`src/rtl/addsub_pkg.sv`:
```
// Shared constants and the result record for the addsub initiator.
package addsub_pkg;

  localparam int unsigned WIDTH_DEFAULT = 8;

  localparam logic OP_ADD = 1'b1;
  localparam logic OP_SUB = 1'b0;

  // One returned result: datapath sum/difference plus the op tag it came from.
  typedef struct packed {
    logic [WIDTH_DEFAULT:0] result;
    logic                   add;
  } res_rec_t;

endpackage

```
`src/rtl/sync_fifo.sv`:
```
// Single-clock FIFO with occupancy count; any depth >= 1, pointers wrap modulo Depth.
module sync_fifo #(
  parameter int unsigned Width = 10,
  parameter int unsigned Depth = 4
) (
  input  logic                         clk,
  input  logic                         rst_n,
  input  logic                         push,
  input  logic [Width-1:0]             wdata,
  input  logic                         pop,
  output logic [Width-1:0]             rdata,
  output logic                         empty,
  output logic [$clog2(Depth+1)-1:0]   count
);

  localparam int unsigned PtrW = (Depth > 1) ? $clog2(Depth) : 1;
  localparam int unsigned CntW = $clog2(Depth + 1);

  logic [Width-1:0] mem [Depth];
  logic [PtrW-1:0]  wptr_q, rptr_q;
  logic [CntW-1:0]  count_q;
  logic             full;
  logic             do_push, do_pop;

  assign empty   = (count_q == '0);
  assign full    = (count_q == CntW'(Depth));
  assign do_pop  = pop && !empty;
  // A pop on the same edge frees the slot, so push at full is fine then.
  assign do_push = push && (!full || do_pop);
  assign count   = count_q;
  // Head is forced to zero when empty so idle outputs read as reset values.
  assign rdata   = empty ? '0 : mem[rptr_q];

  // Storage write; contents need no reset because empty masks the head.
  always_ff @(posedge clk) begin
    if (do_push) begin
      mem[wptr_q] <= wdata;
    end
  end

  // Pointer and occupancy bookkeeping.
  always_ff @(posedge clk or negedge rst_n) begin
    if (!rst_n) begin
      wptr_q  <= '0;
      rptr_q  <= '0;
      count_q <= '0;
    end else begin
      if (do_push) begin
        wptr_q <= (wptr_q == PtrW'(Depth - 1)) ? '0 : wptr_q + PtrW'(1);
      end
      if (do_pop) begin
        rptr_q <= (rptr_q == PtrW'(Depth - 1)) ? '0 : rptr_q + PtrW'(1);
      end
      if (do_push && !do_pop) begin
        count_q <= count_q + CntW'(1);
      end else if (do_pop && !do_push) begin
        count_q <= count_q - CntW'(1);
      end
    end
  end

  // Upstream credit accounting must never let data arrive at a full queue.
  push_while_full_a: assert property (@(posedge clk) disable iff (!rst_n)
    !(push && full && !pop));

endmodule

```
`src/rtl/addsub_master.sv`:
```
// Initiator for a 1-cycle registered add/sub datapath: issue, in-flight tracking,
// credit-limited result queue returned in command order.
module addsub_master
  import addsub_pkg::*;
#(
  parameter int unsigned WIDTH = WIDTH_DEFAULT,
  parameter int unsigned DEPTH = 4
) (
  input  logic             clk,
  input  logic             rst_n,
  input  logic             cmd_valid,
  output logic             cmd_ready,
  input  logic [WIDTH-1:0] cmd_a,
  input  logic [WIDTH-1:0] cmd_b,
  input  logic             cmd_add,
  output logic [WIDTH-1:0] dataa,
  output logic [WIDTH-1:0] datab,
  output logic             add_sub,
  input  logic [WIDTH:0]   res_in,
  output logic             out_valid,
  input  logic             out_ready,
  output logic [WIDTH:0]   out_result,
  output logic             out_add
);

  localparam int unsigned CntW = $clog2(DEPTH + 1);
  localparam int unsigned RecW = WIDTH + 2;

  logic            issue_v_q;
  logic            inflight_v_q;
  logic            inflight_add_q;
  logic            accept;
  logic            fifo_empty;
  logic [CntW-1:0] fifo_count;
  logic [CntW:0]   used;
  logic [RecW-1:0] head;

  // Credits cover queued results plus both pipeline stages, all from registered state.
  always_comb begin
    used      = (CntW+1)'(fifo_count) + (CntW+1)'(issue_v_q) + (CntW+1)'(inflight_v_q);
    cmd_ready = rst_n && (used < (CntW+1)'(DEPTH));
    accept    = cmd_valid && cmd_ready;
  end

  // Issue register feeds the datapath; in-flight stage tracks the op it is computing.
  always_ff @(posedge clk or negedge rst_n) begin
    if (!rst_n) begin
      dataa          <= '0;
      datab          <= '0;
      add_sub        <= OP_SUB;
      issue_v_q      <= 1'b0;
      inflight_v_q   <= 1'b0;
      inflight_add_q <= OP_SUB;
    end else begin
      issue_v_q      <= accept;
      inflight_v_q   <= issue_v_q;
      // add_sub still holds the issued op's tag here even if a new accept lands now.
      inflight_add_q <= add_sub;
      if (accept) begin
        dataa   <= cmd_a;
        datab   <= cmd_b;
        add_sub <= cmd_add;
      end
    end
  end

  sync_fifo #(
    .Width (RecW),
    .Depth (DEPTH)
  ) u_res_fifo (
    .clk   (clk),
    .rst_n (rst_n),
    .push  (inflight_v_q),
    .wdata ({res_in, inflight_add_q}),
    .pop   (out_valid && out_ready),
    .rdata (head),
    .empty (fifo_empty),
    .count (fifo_count)
  );

  assign out_valid             = !fifo_empty;
  assign {out_result, out_add} = head;

endmodule
```
`config.mk`:
```
export PLATFORM = sky130hd
export DESIGN_NAME = addsub_master
export DESIGN_NICKNAME = d
export VERILOG_FILES = /design/src/rtl/addsub_pkg.sv /design/src/rtl/sync_fifo.sv /design/src/rtl/addsub_master.sv
export SDC_FILE = /design/constraint.sdc
export NUM_CORES = 1
export LEC_CHECK = 0
export CORE_ASPECT_RATIO = 0.8
export CORE_MARGIN = 5
export CORE_UTILIZATION = 50
export DETAILED_ROUTE_END_ITERATION = 8
export PLACE_DENSITY_LB_ADDON = 0.15
export SYNTH_ARGS = -nofsm -noshare
export SYNTH_HDL_FRONTEND = slang
export SYNTH_HIERARCHICAL = 1
export SYNTH_SLANG_ARGS = --single-unit
export TNS_END_PERCENT = 5
```
`constraint.sdc`:
```
create_clock -name clk -period 3.09 [get_ports clk]
set_input_delay 0.927 -clock clk [delete_from_list [all_inputs] [get_ports clk]]
set_output_delay 0.927 -clock clk [all_outputs]
set_load 0.05 [all_outputs]
```
==> flow_metrics.tcl, run 1 <==
set metrics [dict create \
    port_buffers 58 \
    cts_buffers 9 \
    start_kind "input port" \
    arrival_ns 1.90 \
    hold_viol 0 \
    multi_input_area_um2 818.3 \
    rsz0062_at_grt "false" \
    critical_path_required_ns 2.16 \
    synth_warnings 6 \
    yosys_register_bits 67 \
    setup_tns_ns 0 \
    status "complete, no violations" \
    drt_iter0_markers 63 \
    synth_nets 185 \
    io_pins 59 \
    r2r_start "u_res_fifo/count[1]" \
    clk_pin_slew_ns 0.07 \
    critPathLaunch "rst_n" \
    syn_inst 147 \
    worst-path-max-fanout 2 \
    syn2layout_area_growth_pct 27.98 \
    min_period_ns 2.826 \
    drc_errors 0 \
    coreArea_um2 5405 \
    finalClockSkew_ns 0.003489 \
    firstDrtPassIters 4 \
    final_common_cell "clkdlybuf4s50_1" \
    cts_tree "done" \
    drive_above_1_share_pct 30.14 \
    grt_pass1_vias 1621 \
    fin_cells 284 \
    diodes 0 \
    seq_area_frac_synth_pct 67.69 \
    start_util_pct 51.30 \
    max_slew_margin_pct 42.50 \
    floorplan.die_area_um2 7144 \
    clock.fmax_ghz 0.3538 \
    syn_area_um2 2773 \
    most-common-layout-cells "clkdlybuf4s50_1, edfxtp_1, dfrtp_1" \
    grt_pass1_wl_um 8342 \
    die_w_um 93.26 \
    wl_per_cell_um 18.19 \
    place.gp.congestion 0.7016 \
    cts-root-buf "clkbuf_8" \
    critPathKind "input port to output port" \
    ctsResizeCount 0 \
    rows 24 \
    num_vias 1454 \
    synth_top_cell_by_area "edfxtp_1" \
    period_share_pct 91.47 \
    pwr_density_cell_nw_per_um2 1096 \
    antenna_found_initial 0 \
    regToRegEndpoint "u_res_fifo/count[1]" \
    ir_worst_vdd_v 0.0006564 \
    maxCapViolCount 0 \
    final_nets 252 \
    clk_latency_ns 0.33 \
    finalWirelength_um 5167 \
    worst_pin_slew_ns 0.8624 \
    n_fill_cell 384 \
    reg2reg_slack_ns 0.74 \
    ant_nets 0 \
    die_h_um 76.61 \
    hold_class "flop to flop" \
    dpl.hpwl_um 3623 \
    leakagePower_nw 1.402 \
    slew_violations 0 \
    whs_ns 0.3841 \
    dp.cells 268 \
    post_cts_buffers 0 \
    setup_viol 0 \
    cts-htree-levels 3 \
    synth_area_leaders "edfxtp_1, dfrtp_1, mux4_2, mux2_4, mux2_2" \
    vias_per_cell 5.120 \
    holdBufCountCts 0 \
    rr_worst_depth 7 \
    cts.sinks 67 \
    grt_overflow_total 0 \
    grt_usage_pct 15.77 \
    synth_top_area_share_pct 43.32 \
    grt_max_degree 28 \
    cts_buffer_depth 2 \
    ys_types 24 \
    end_kind "output port" \
    regArea_um2 1877 \
    syn_area_per_cell_um2 18.86 \
    critical_path.endpoint "cmd_ready" \
]
routing by layer:
metal  track usage [%]  routed length, um
met1             18.77               2108
met2             25.48               2784
met5                 0                  0
met4             6.589                 51
met3             6.120                222
kinds of logic (layout without fill, tap and decap cells):
logic type / after synthesis / count (layout) / synth area share (%)
muxes: 32 / 32 / 18.55
xor gates and xnor gates: 3 / 3 / 0.9478
DFF: 67 / 67 / 67.69
adders and majority gates: 8 / 8 / 3.881
and+or+nand+nor: 21 / 21 / 4.603
AOI/OAI and AO/OA: 4 / 4 / 1.534
buffers and inverters: 12 / 84 / 2.797
synth_stat cells:
cell type  count
edfxtp_1      40
dfrtp_1       27
mux2_2        11
mux2_4        11
nor2b_1       11
mux4_2        10
ha_1           7
inv_1          6
and2_2         4
nor2_1         3
buf_6          2
nand2b_1       2
xnor2_1        2
a211o_1        1
a21o_1         1
a21oi_1        1
buf_12         1
buf_2          1
clkbuf_1       1
fa_1           1
inv_2          1
nor3_1         1
o41a_4         1
xor2_1         1
state kept, by name, summed over array words and instances (netlist names):
name               count
u_res_fifo/count       3
inflight_add_q         1
issue_v_q              1
add_sub                1
dataa                  8
u_res_fifo/rptr_q      2
datab                  8
inflight_v_q           1
u_res_fifo/wptr_q      2
u_res_fifo/mem        40
how the worst min path moves through the flow:
stage                     startpoint           end  slack [ns]  cells after the start
final                      issue_v_q  inflight_v_q        0.38                      0
after detailed placement   issue_v_q  inflight_v_q        0.37                      0
after floorplan            issue_v_q  inflight_v_q        0.35                      0
after global routing       issue_v_q  inflight_v_q        0.40                      0
after CTS                  issue_v_q  inflight_v_q        0.39                      0
after global placement     issue_v_q  inflight_v_q        0.36                      0
power breakdown:
group          total, W  internal [W]  switching (W)
logic           0.00195      0.000790        0.00116
clock network  0.000590      0.000282       0.000308
registers       0.00135       0.00118       0.000169
total           0.00389       0.00225        0.00164
cell type report:
cell class              count  area share, %
inverters                   7         0.7405
clock inverters             6         0.9168
well taps                  65          2.292
flip-flops and latches     67          52.89
clock buffers              10          3.597
repair buffers             61          16.50
multi-input cells          68          23.06
metrics by stage:
stage | utilization (%) | setup WS (ns) | cell area [um^2] | power (W)
after floorplan | - | 0.4121 | 2773 | 0.002732
after global placement | 62.69 | 0.1505 | 3388 | 0.003272
after detailed placement | 62.69 | 0.1047 | 3388 | 0.003335
after CTS | 65.65 | 0.2570 | 3548 | 0.003942
after global routing | 65.65 | 0.2028 | 3548 | 0.004066
final | 65.65 | 0.2637 | 3548 | 0.003888
worst max-delay path, cell delays in order:
cell and delay (ns):
clkdlybuf4s50_1 0.48, nand2b_1 0.08, a21oi_1 0.24, buf_12 0.18
No activity file was read; power rests on OpenSTA's default activity.
==> run 2: changes to the inputs <==
Settings changed: CTS_CLUSTER_SIZE set to 25.
==> results of run 2 <==
The final DEF is identical to that of run 1; final timing and power are the same.
==> run 3: changes to the inputs <==
Settings changed: CAP_MARGIN set to 20, TNS_END_PERCENT 5 to not set.
==> results of run 3 <==
The final DEF is identical to that of run 1; final timing and power are the same.
